## config.mk

```make
export PLATFORM = sky130hd
export DESIGN_NAME = reg_file_flat
export DESIGN_NICKNAME = d
export VERILOG_FILES = /design/src/rtl/reg_file_if.sv /design/src/rtl/reg_file.sv /design/src/flat_wrapper.sv
export SDC_FILE = /design/constraint.sdc
export NUM_CORES = 2
export LEC_CHECK = 0
export BUFFER_PORTS_ARGS = -buffer_cell sky130_fd_sc_hd__buf_2
export CAP_MARGIN = 5
export CORE_MARGIN = 1.5
export CORE_UTILIZATION = 30
export DETAILED_ROUTE_END_ITERATION = 10
export GPL_TIMING_DRIVEN = 0
export PLACE_DENSITY = 0.53
export SETUP_SLACK_MARGIN = 0.5
export SYNTH_ARGS = -nofsm -noshare
export SYNTH_HDL_FRONTEND = slang
export SYNTH_SLANG_ARGS = --single-unit
```

## constraint.sdc

```tcl
create_clock -name clk -period 43.2 [get_ports clk]
set_clock_uncertainty 0.2 [all_clocks]
set_input_delay 2.16 -clock clk [delete_from_list [all_inputs] [get_ports clk]]
set_output_delay 2.16 -clock clk [all_outputs]
set_load 0.01 [all_outputs]
```

## src/rtl/reg_file_if.sv

```systemverilog
// Register-file port bundle: one byte-enabled write port and two read ports.
interface reg_file_if #(
    parameter int WIDTH = 32,
    parameter int AW    = 5
);
    logic                 we;
    logic [AW-1:0]        waddr;
    logic [WIDTH-1:0]     wdata;
    logic [WIDTH/8-1:0]   wbe;
    logic [AW-1:0]        raddr_a;
    logic [WIDTH-1:0]     rdata_a;
    logic [AW-1:0]        raddr_b;
    logic [WIDTH-1:0]     rdata_b;

    modport master (
        output we, waddr, wdata, wbe, raddr_a, raddr_b,
        input  rdata_a, rdata_b
    );

    modport slave (
        input  we, waddr, wdata, wbe, raddr_a, raddr_b,
        output rdata_a, rdata_b
    );
endinterface

```

## src/rtl/reg_file.sv

```systemverilog
// General-purpose register bank: one synchronous byte-enabled write, two combinational reads.
// Optional macro REGFILE_BYPASS_EN forwards an accepted same-cycle write to the read ports.
module reg_file #(
    parameter int WIDTH    = 32,
    parameter int DEPTH    = 32,
    parameter int AW       = 5,
    parameter int ZERO_REG = 1
) (
    input  logic        clk,
    input  logic        rst,
    reg_file_if.slave   bus
);
    localparam int NB = WIDTH / 8;
    localparam logic [AW:0] DEPTH_C = (AW+1)'(DEPTH);

    logic [WIDTH-1:0] mem [DEPTH];
    logic             write_ok;
    logic [WIDTH-1:0] rd_a;
    logic [WIDTH-1:0] rd_b;

    function automatic logic [WIDTH-1:0] merge_bytes(
        input logic [WIDTH-1:0] old_v,
        input logic [WIDTH-1:0] new_v,
        input logic [NB-1:0]    be
    );
        logic [WIDTH-1:0] res;
        res = old_v;
        for (int i = 0; i < NB; i++) begin
            if (be[i]) res[8*i +: 8] = new_v[8*i +: 8];
        end
        return res;
    endfunction

    // An address is live only if in range and not the hardwired zero entry.
    function automatic logic addr_live(input logic [AW-1:0] a);
        return ({1'b0, a} < DEPTH_C) && !((ZERO_REG != 0) && (a == '0));
    endfunction

    function automatic logic [WIDTH-1:0] read_port(input logic [AW-1:0] a);
        logic [WIDTH-1:0] v;
        v = '0;
        if (!rst && addr_live(a)) begin
            v = mem[a];
`ifdef REGFILE_BYPASS_EN
            if (write_ok && (a == bus.waddr)) v = merge_bytes(v, bus.wdata, bus.wbe);
`endif
        end
        return v;
    endfunction

    assign write_ok = bus.we && !rst && addr_live(bus.waddr);

    always_ff @(posedge clk or posedge rst) begin
        if (rst) begin
            for (int i = 0; i < DEPTH; i++) mem[i] <= '0;
        end else if (write_ok) begin
            mem[bus.waddr] <= merge_bytes(mem[bus.waddr], bus.wdata, bus.wbe);
        end
    end

    always_comb begin
        rd_a = read_port(bus.raddr_a);
        rd_b = read_port(bus.raddr_b);
    end

    assign bus.rdata_a = rd_a;
    assign bus.rdata_b = rd_b;
endmodule

```

## src/flat_wrapper.sv

```systemverilog
// flat-port wrapper written by rule: the top's interface ports become plain ports
module reg_file_flat 
#(
    parameter int WIDTH    = 32,
    parameter int DEPTH    = 32,
    parameter int AW       = 5,
    parameter int ZERO_REG = 1
)
  (clk, rst, bus_we, bus_waddr, bus_wdata, bus_wbe, bus_raddr_a, bus_raddr_b, bus_rdata_a, bus_rdata_b);
  reg_file_if #(.WIDTH(WIDTH), .AW(AW)) bus_i ();
  input  logic clk;
  input  logic rst;
  input wire logic [$bits(bus_i.we)-1:0] bus_we;
  input wire logic [$bits(bus_i.waddr)-1:0] bus_waddr;
  input wire logic [$bits(bus_i.wdata)-1:0] bus_wdata;
  input wire logic [$bits(bus_i.wbe)-1:0] bus_wbe;
  input wire logic [$bits(bus_i.raddr_a)-1:0] bus_raddr_a;
  input wire logic [$bits(bus_i.raddr_b)-1:0] bus_raddr_b;
  output wire logic [$bits(bus_i.rdata_a)-1:0] bus_rdata_a;
  output wire logic [$bits(bus_i.rdata_b)-1:0] bus_rdata_b;
  assign bus_i.we = bus_we;
  assign bus_i.waddr = bus_waddr;
  assign bus_i.wdata = bus_wdata;
  assign bus_i.wbe = bus_wbe;
  assign bus_i.raddr_a = bus_raddr_a;
  assign bus_i.raddr_b = bus_raddr_b;
  assign bus_rdata_a = bus_i.rdata_a;
  assign bus_rdata_b = bus_i.rdata_b;
  reg_file #(.WIDTH(WIDTH), .DEPTH(DEPTH), .AW(AW), .ZERO_REG(ZERO_REG)) u_core (.clk(clk), .rst(rst), .bus(bus_i));
endmodule
```

# Word level (Yosys, flattened, before mapping)
# Cells that the tools add are included.
[totals]
reg_bits = 1024
latch_bits = 0
ram_bits = 0
rom_bits = 0
input_bits = 54
memories = 0
[op_classes]
addsub = 0
n_mul = 0
div = 0
n_lt_le_gt_ge = 4
n_eq_ne = 0
shift = 0
muxes = 22
bitwise = 3
n_reduce_logical = 12
[op_table]
columns = ["operator", "count"]
rows = [
  ["$bwmux 1024", 1],
  ["$bmux 32 s5", 3],
  ["$mux 32", 9],
  ["$demux 32 s5", 1],
  ["$mux 8", 8],
  ["$ge 6x6->1 const B", 3],
  ["$not 5->6", 3],
  ["$logic_not 5->1", 3],
  ["$lt 6x1->1 const B", 1],
  ["$logic_and 1x1->1", 5],
  ["$logic_not 1->1", 4],
]

# Logic depth before layout (Yosys ltp)
[depth]
ltp_word = 7
ltp_mapped = 13

# Worst setup path after synthesis
# No wires, ideal clock.
[synth_timing]
path_type = "input to output"
startpoint = "input rst"
endpoint = "output bus_rdata_a[0]"
arrival_ps = 27354
required_time_ps = 40840
setup_slack_ps = 13486
stages = 6
n_path_buf = 2
path_cell_list = "clkbuf_1 > inv_1 > nand3_1 > clkbuf_1 > o22ai_1 > or2_2"
[synth_between]
elab_chain_len = 3
[synth_lines]
columns = ["element", "line", "source"]
rows = [
  ["start: declaration", "flat_wrapper.sv:12", "input logic rst;"],
  ["$logic_not 1->1 (no source line)", "--", ""],
  ["$logic_and 1x1->1", "reg_file.sv:42", "if (!rst && addr_live(a)) begin"],
  ["$mux 32", "reg_file.sv:42", ""],
  ["end: declaration", "flat_wrapper.sv:19", "output wire logic [$bits(bus_i.rdata_a)-1:0] bus_rdata_a;"],
]
# Every way passes these cells.

# Final worst setup path
[layout_timing]
startpoint = "input rst"
endpoint = "output bus_rdata_b[9]"
[layout_between]
elab_chain_len = 3
[layout_lines]
columns = ["element", "line", "source"]
rows = [
  ["$logic_not 1->1 (no source line)", "--", ""],
  ["$logic_and 1x1->1", "reg_file.sv:42", ""],
  ["$mux 32", "reg_file.sv:42", ""],
  ["end: declaration", "flat_wrapper.sv:20", "output wire logic [$bits(bus_i.rdata_b)-1:0] bus_rdata_b;"],
]
# Every way passes these cells.

==> metrics.csv <==
stage,metric,value,unit
clocking,cts_hold_buf,0,
routing,vias,55067,
global_routing,antenna_found_initial,45,
timing,maxSlewHeadroom,-0.135,
routing,postRouteAntennaNets,0,
setup_path,cp_top_family,buffers and inverters,
floorplan,die_h,458,um
cells_and_area,drive_above_1_share,0.345,
setup_path,cp_max_fo,111,
clocking,clock_path_buffers,3,
clocking,clockRootBuffer,clkbuf_16,
routing,drtIter0Drc,10349,
timing,rsz0062_at_grt,no,
synth,ys_ff_latch,1024,
setup_path,critical_path_class,input pin to primary output,
global_routing,grt_pass1_vias,51177,
power,leakage,30.9,nW
power,power,2.98,mW
floorplan,dieArea,210000,sq um
place,dpl.hpwl,281000,um
job,cap_violations,13,
synth,synth_fp_nets,5067,
clocking,clock_latency,0.83,ns
cells_and_area,fin_nets,5336,
place,numPortBuffers,109,
synth,yosysTopAreaCell,dfrtp_1,
place,gp_congestion,1.13,
synth,synthFlopType,dfrtp_1,
cells_and_area,reg.largest.list,u_core.mem: 1024 flops,
setup_path,cp_cell_sequence,buf_2 -> clkbuf_1 -> inv_8 -> buf_16 -> buf_16 -> nand3b_1 -> clkbuf_1 -> o22ai_1 -> or2_2 -> buf_2,
clocking,cts_setup_buffers,0,
timing,finalHoldViolations,0,
global_routing,grt_usage,0.366,
synth,synth.distinct_cells,68,
timing,setup_violations,0,
floorplan,core_region_area,205000,sq um
floorplan,start_util,0.303,
floorplan,rows,166,
clocking,clkTransAtPathRegs,0.06,ns
timing,tightestPinTransition,1.70,ns
worst_hold_path,hp-class,flip-flop to flip-flop,
setup_path,required,40.84,ns
place,dp.cells,7848,
floorplan,die_w,458,um
cells_and_area,layoutNonFillerInstCount,8102,
synth,ys_seq_area_frac,0.413,
floorplan,io_pins,118,
synth,async_reset_ff_frac,1.00,
cells_and_area,largest_register,u_core.mem,
synth,yosys_warnings,0,
cells_and_area,area_growth,15.1,%
synth,yosysTopAreaCellShare,0.413,
setup_path,cp-start-kind,input pin,
clocking,cts_tree,built,
setup_path,cp_num_buf_inv,7,
clocking,cts_sinks,1024,
routing,firstDrtPassIters,10,
clocking,cts_made_buffers,117,
clocking,cts_resized,0,
routing,drc,0,
synth,synth_edf_count,0,
run_status,failed_checks,"max-capacitance violations, max-slew violations",
timing,timing.final.crit_share,0.206,
clocking,htree_levels,3,
global_routing,grt_pass1_wl,505000,um
synth,synthCells,5013,
setup_path,arrival,6.52,ns
global_routing,grt_max_degree,130,
setup_path,critPathCaptureType,primary output,
synth,synth_area,62000,sq um
timing,fmax,113,MHz
power,power.density,41.8,nW/um^2
routing,avgViaCountPerCell,6.80,
setup_path,cpPeakStageDelay,1.12,ns
routing,totalWireLength,392000,um
run_status,status,finished with violations,
timing,post-route-min-period,8.88,ns
synth,ys_top_cells_by_area,"dfrtp_1 41%, mux4_2 21%, mux2i_1 9.8%",
synth,syn_area_per_cell,12.4,sq um
global_routing,grt_overflow,0,
routing,wl_per_cell,48.4,um
cells_and_area,largest_reg_flops,1024,
setup_path,slowest_stage,clkbuf_1,
timing,slew_viol_final,127,
power,worst_ir_drop_vdd,0.0335,mV
-- power by group --
group / internal, mW / leakage, nW / total, mW / switching [mW]
clock: 0.674 / 2.11 / 1.16 / 0.485
sequential: 1.06 / 13.8 / 1.19 / 0.122
combinational: 0.252 / 15.0 / 0.637 / 0.385
-- metal layers --
layer / global-route usage / routed length, um / vias up
met5: 0.0161 / 687 / -
met4: 0.305 / 39600 / 38
met3: 0.186 / 60400 / 1524
met2: 0.489 / 153000 / 5054
met1: 0.433 / 138000 / 28733
li1: - / - / 19718
-- per-stage QoR --
stage / hold slack (ns) / worst slack, ns / area, sq um / util / setup TNS (ns)
after floorplan: 0.258 / 11.81 / 62000 / - / 0
after global placement: 0.279 / -3.29 / 65900 / 0.322 / -2217.47
after detailed placement: 0.291 / 34.47 / 67000 / 0.327 / 0
after CTS: 0.305 / 34.47 / 71300 / 0.348 / 0
after global routing: 0.336 / 34.22 / 71300 / 0.348 / 0
final: 0.305 / 34.32 / 71400 / 0.348 / 0
-- kinds of logic (layout without fill, tap and decap cells) --
logic type	after synthesis	in the layout	share of synthesized area
AND/OR/NAND/NOR	781	781	0.0581
AO/OA/AOI/OAI	926	926	0.0871
buffers and inverters	592	965	0.0434
other	0	28	0
multiplexers	1690	1690	0.398
flip-flops	1024	1024	0.413
-- cell usage after synthesis (5+ instances only) --
master / number
buf_2: 121
nor2b_1: 22
a31oi_1: 6
a22oi_1: 20
nand2b_1: 6
nand4bb_1: 5
a22o_1: 6
and2_1: 8
buf_4: 28
o22ai_1: 279
inv_1: 21
buf_1: 69
o31ai_1: 13
nor3_1: 14
buf_6: 26
nand2_1: 549
or2_2: 65
clkbuf_1: 311
nor4_1: 12
mux2i_1: 608
or4_1: 16
a21oi_1: 12
clkbuf_2: 16
a2111oi_0: 13
a211oi_1: 17
nor2_1: 38
mux4_2: 572
o21ai_1: 20
mux2_2: 509
o21ai_0: 497
a32oi_1: 10
o32ai_1: 10
nor4_2: 5
dfrtp_1: 1024
-- path summary, 6_finish.rpt --
path                                        startpoint                     endpoint  slack, ns  depth (start not counted)
min in group asynchronous                          rst  u_core.mem[852]$_DFFE_PP0P_       1.74                          3
hold / removal             u_core.mem[997]$_DFFE_PP0P_  u_core.mem[997]$_DFFE_PP0P_       0.31                          1
setup reg to reg           u_core.mem[845]$_DFFE_PP0P_  u_core.mem[109]$_DFFE_PP0P_      38.79                          6
setup / recovery                                   rst               bus_rdata_b[9]      34.32                         10
hold reg to reg            u_core.mem[997]$_DFFE_PP0P_  u_core.mem[997]$_DFFE_PP0P_       0.31                          1
max in group asynchronous                          rst  u_core.mem[301]$_DFFE_PP0P_      38.86                          6
-- cell usage in the layout, fill, tap and decap left out, types with 13 or more instances in the layout --
master	Yosys	final
mux2_2	509	509
nor2_1	38	38
clkbuf_1	311	254
buf_4	28	28
dfrtp_1	1024	1024
diode_2	0	28
clkbuf_8	0	18
a2111oi_0	13	13
o21ai_1	20	20
mux4_2	572	572
bufinv_16	0	24
buf_2	121	293
clkbuf_16	0	118
o31ai_1	13	13
or2_2	65	65
mux2i_1	608	608
clkbuf_2	16	81
buf_6	26	28
or4_1	16	16
a211oi_1	17	17
inv_1	21	20
buf_16	0	22
a22oi_1	20	20
clkinv_2	0	34
o22ai_1	279	279
o21ai_0	497	497
nor2b_1	22	22
nand2_1	549	549
nor3_1	14	14
-- area by class of cell --
| cell class | instances | area (sq um) |
|---|---|---|
| Antenna cell | 28 | 70.1 |
| Buffer | 571 | 2780 |
| Clock buffer | 144 | 3230 |
| Clock inverter | 79 | 1070 |
| Fill cell | 20211 | 134000 |
| Inverter | 21 | 86.3 |
| Multi-Input combinational cell | 3397 | 33700 |
| Sequential cell | 1024 | 25600 |
| Tap cell | 2688 | 3360 |
| Timing Repair Buffer | 150 | 1460 |
Note: power is estimated with default switching activity, not from simulation.
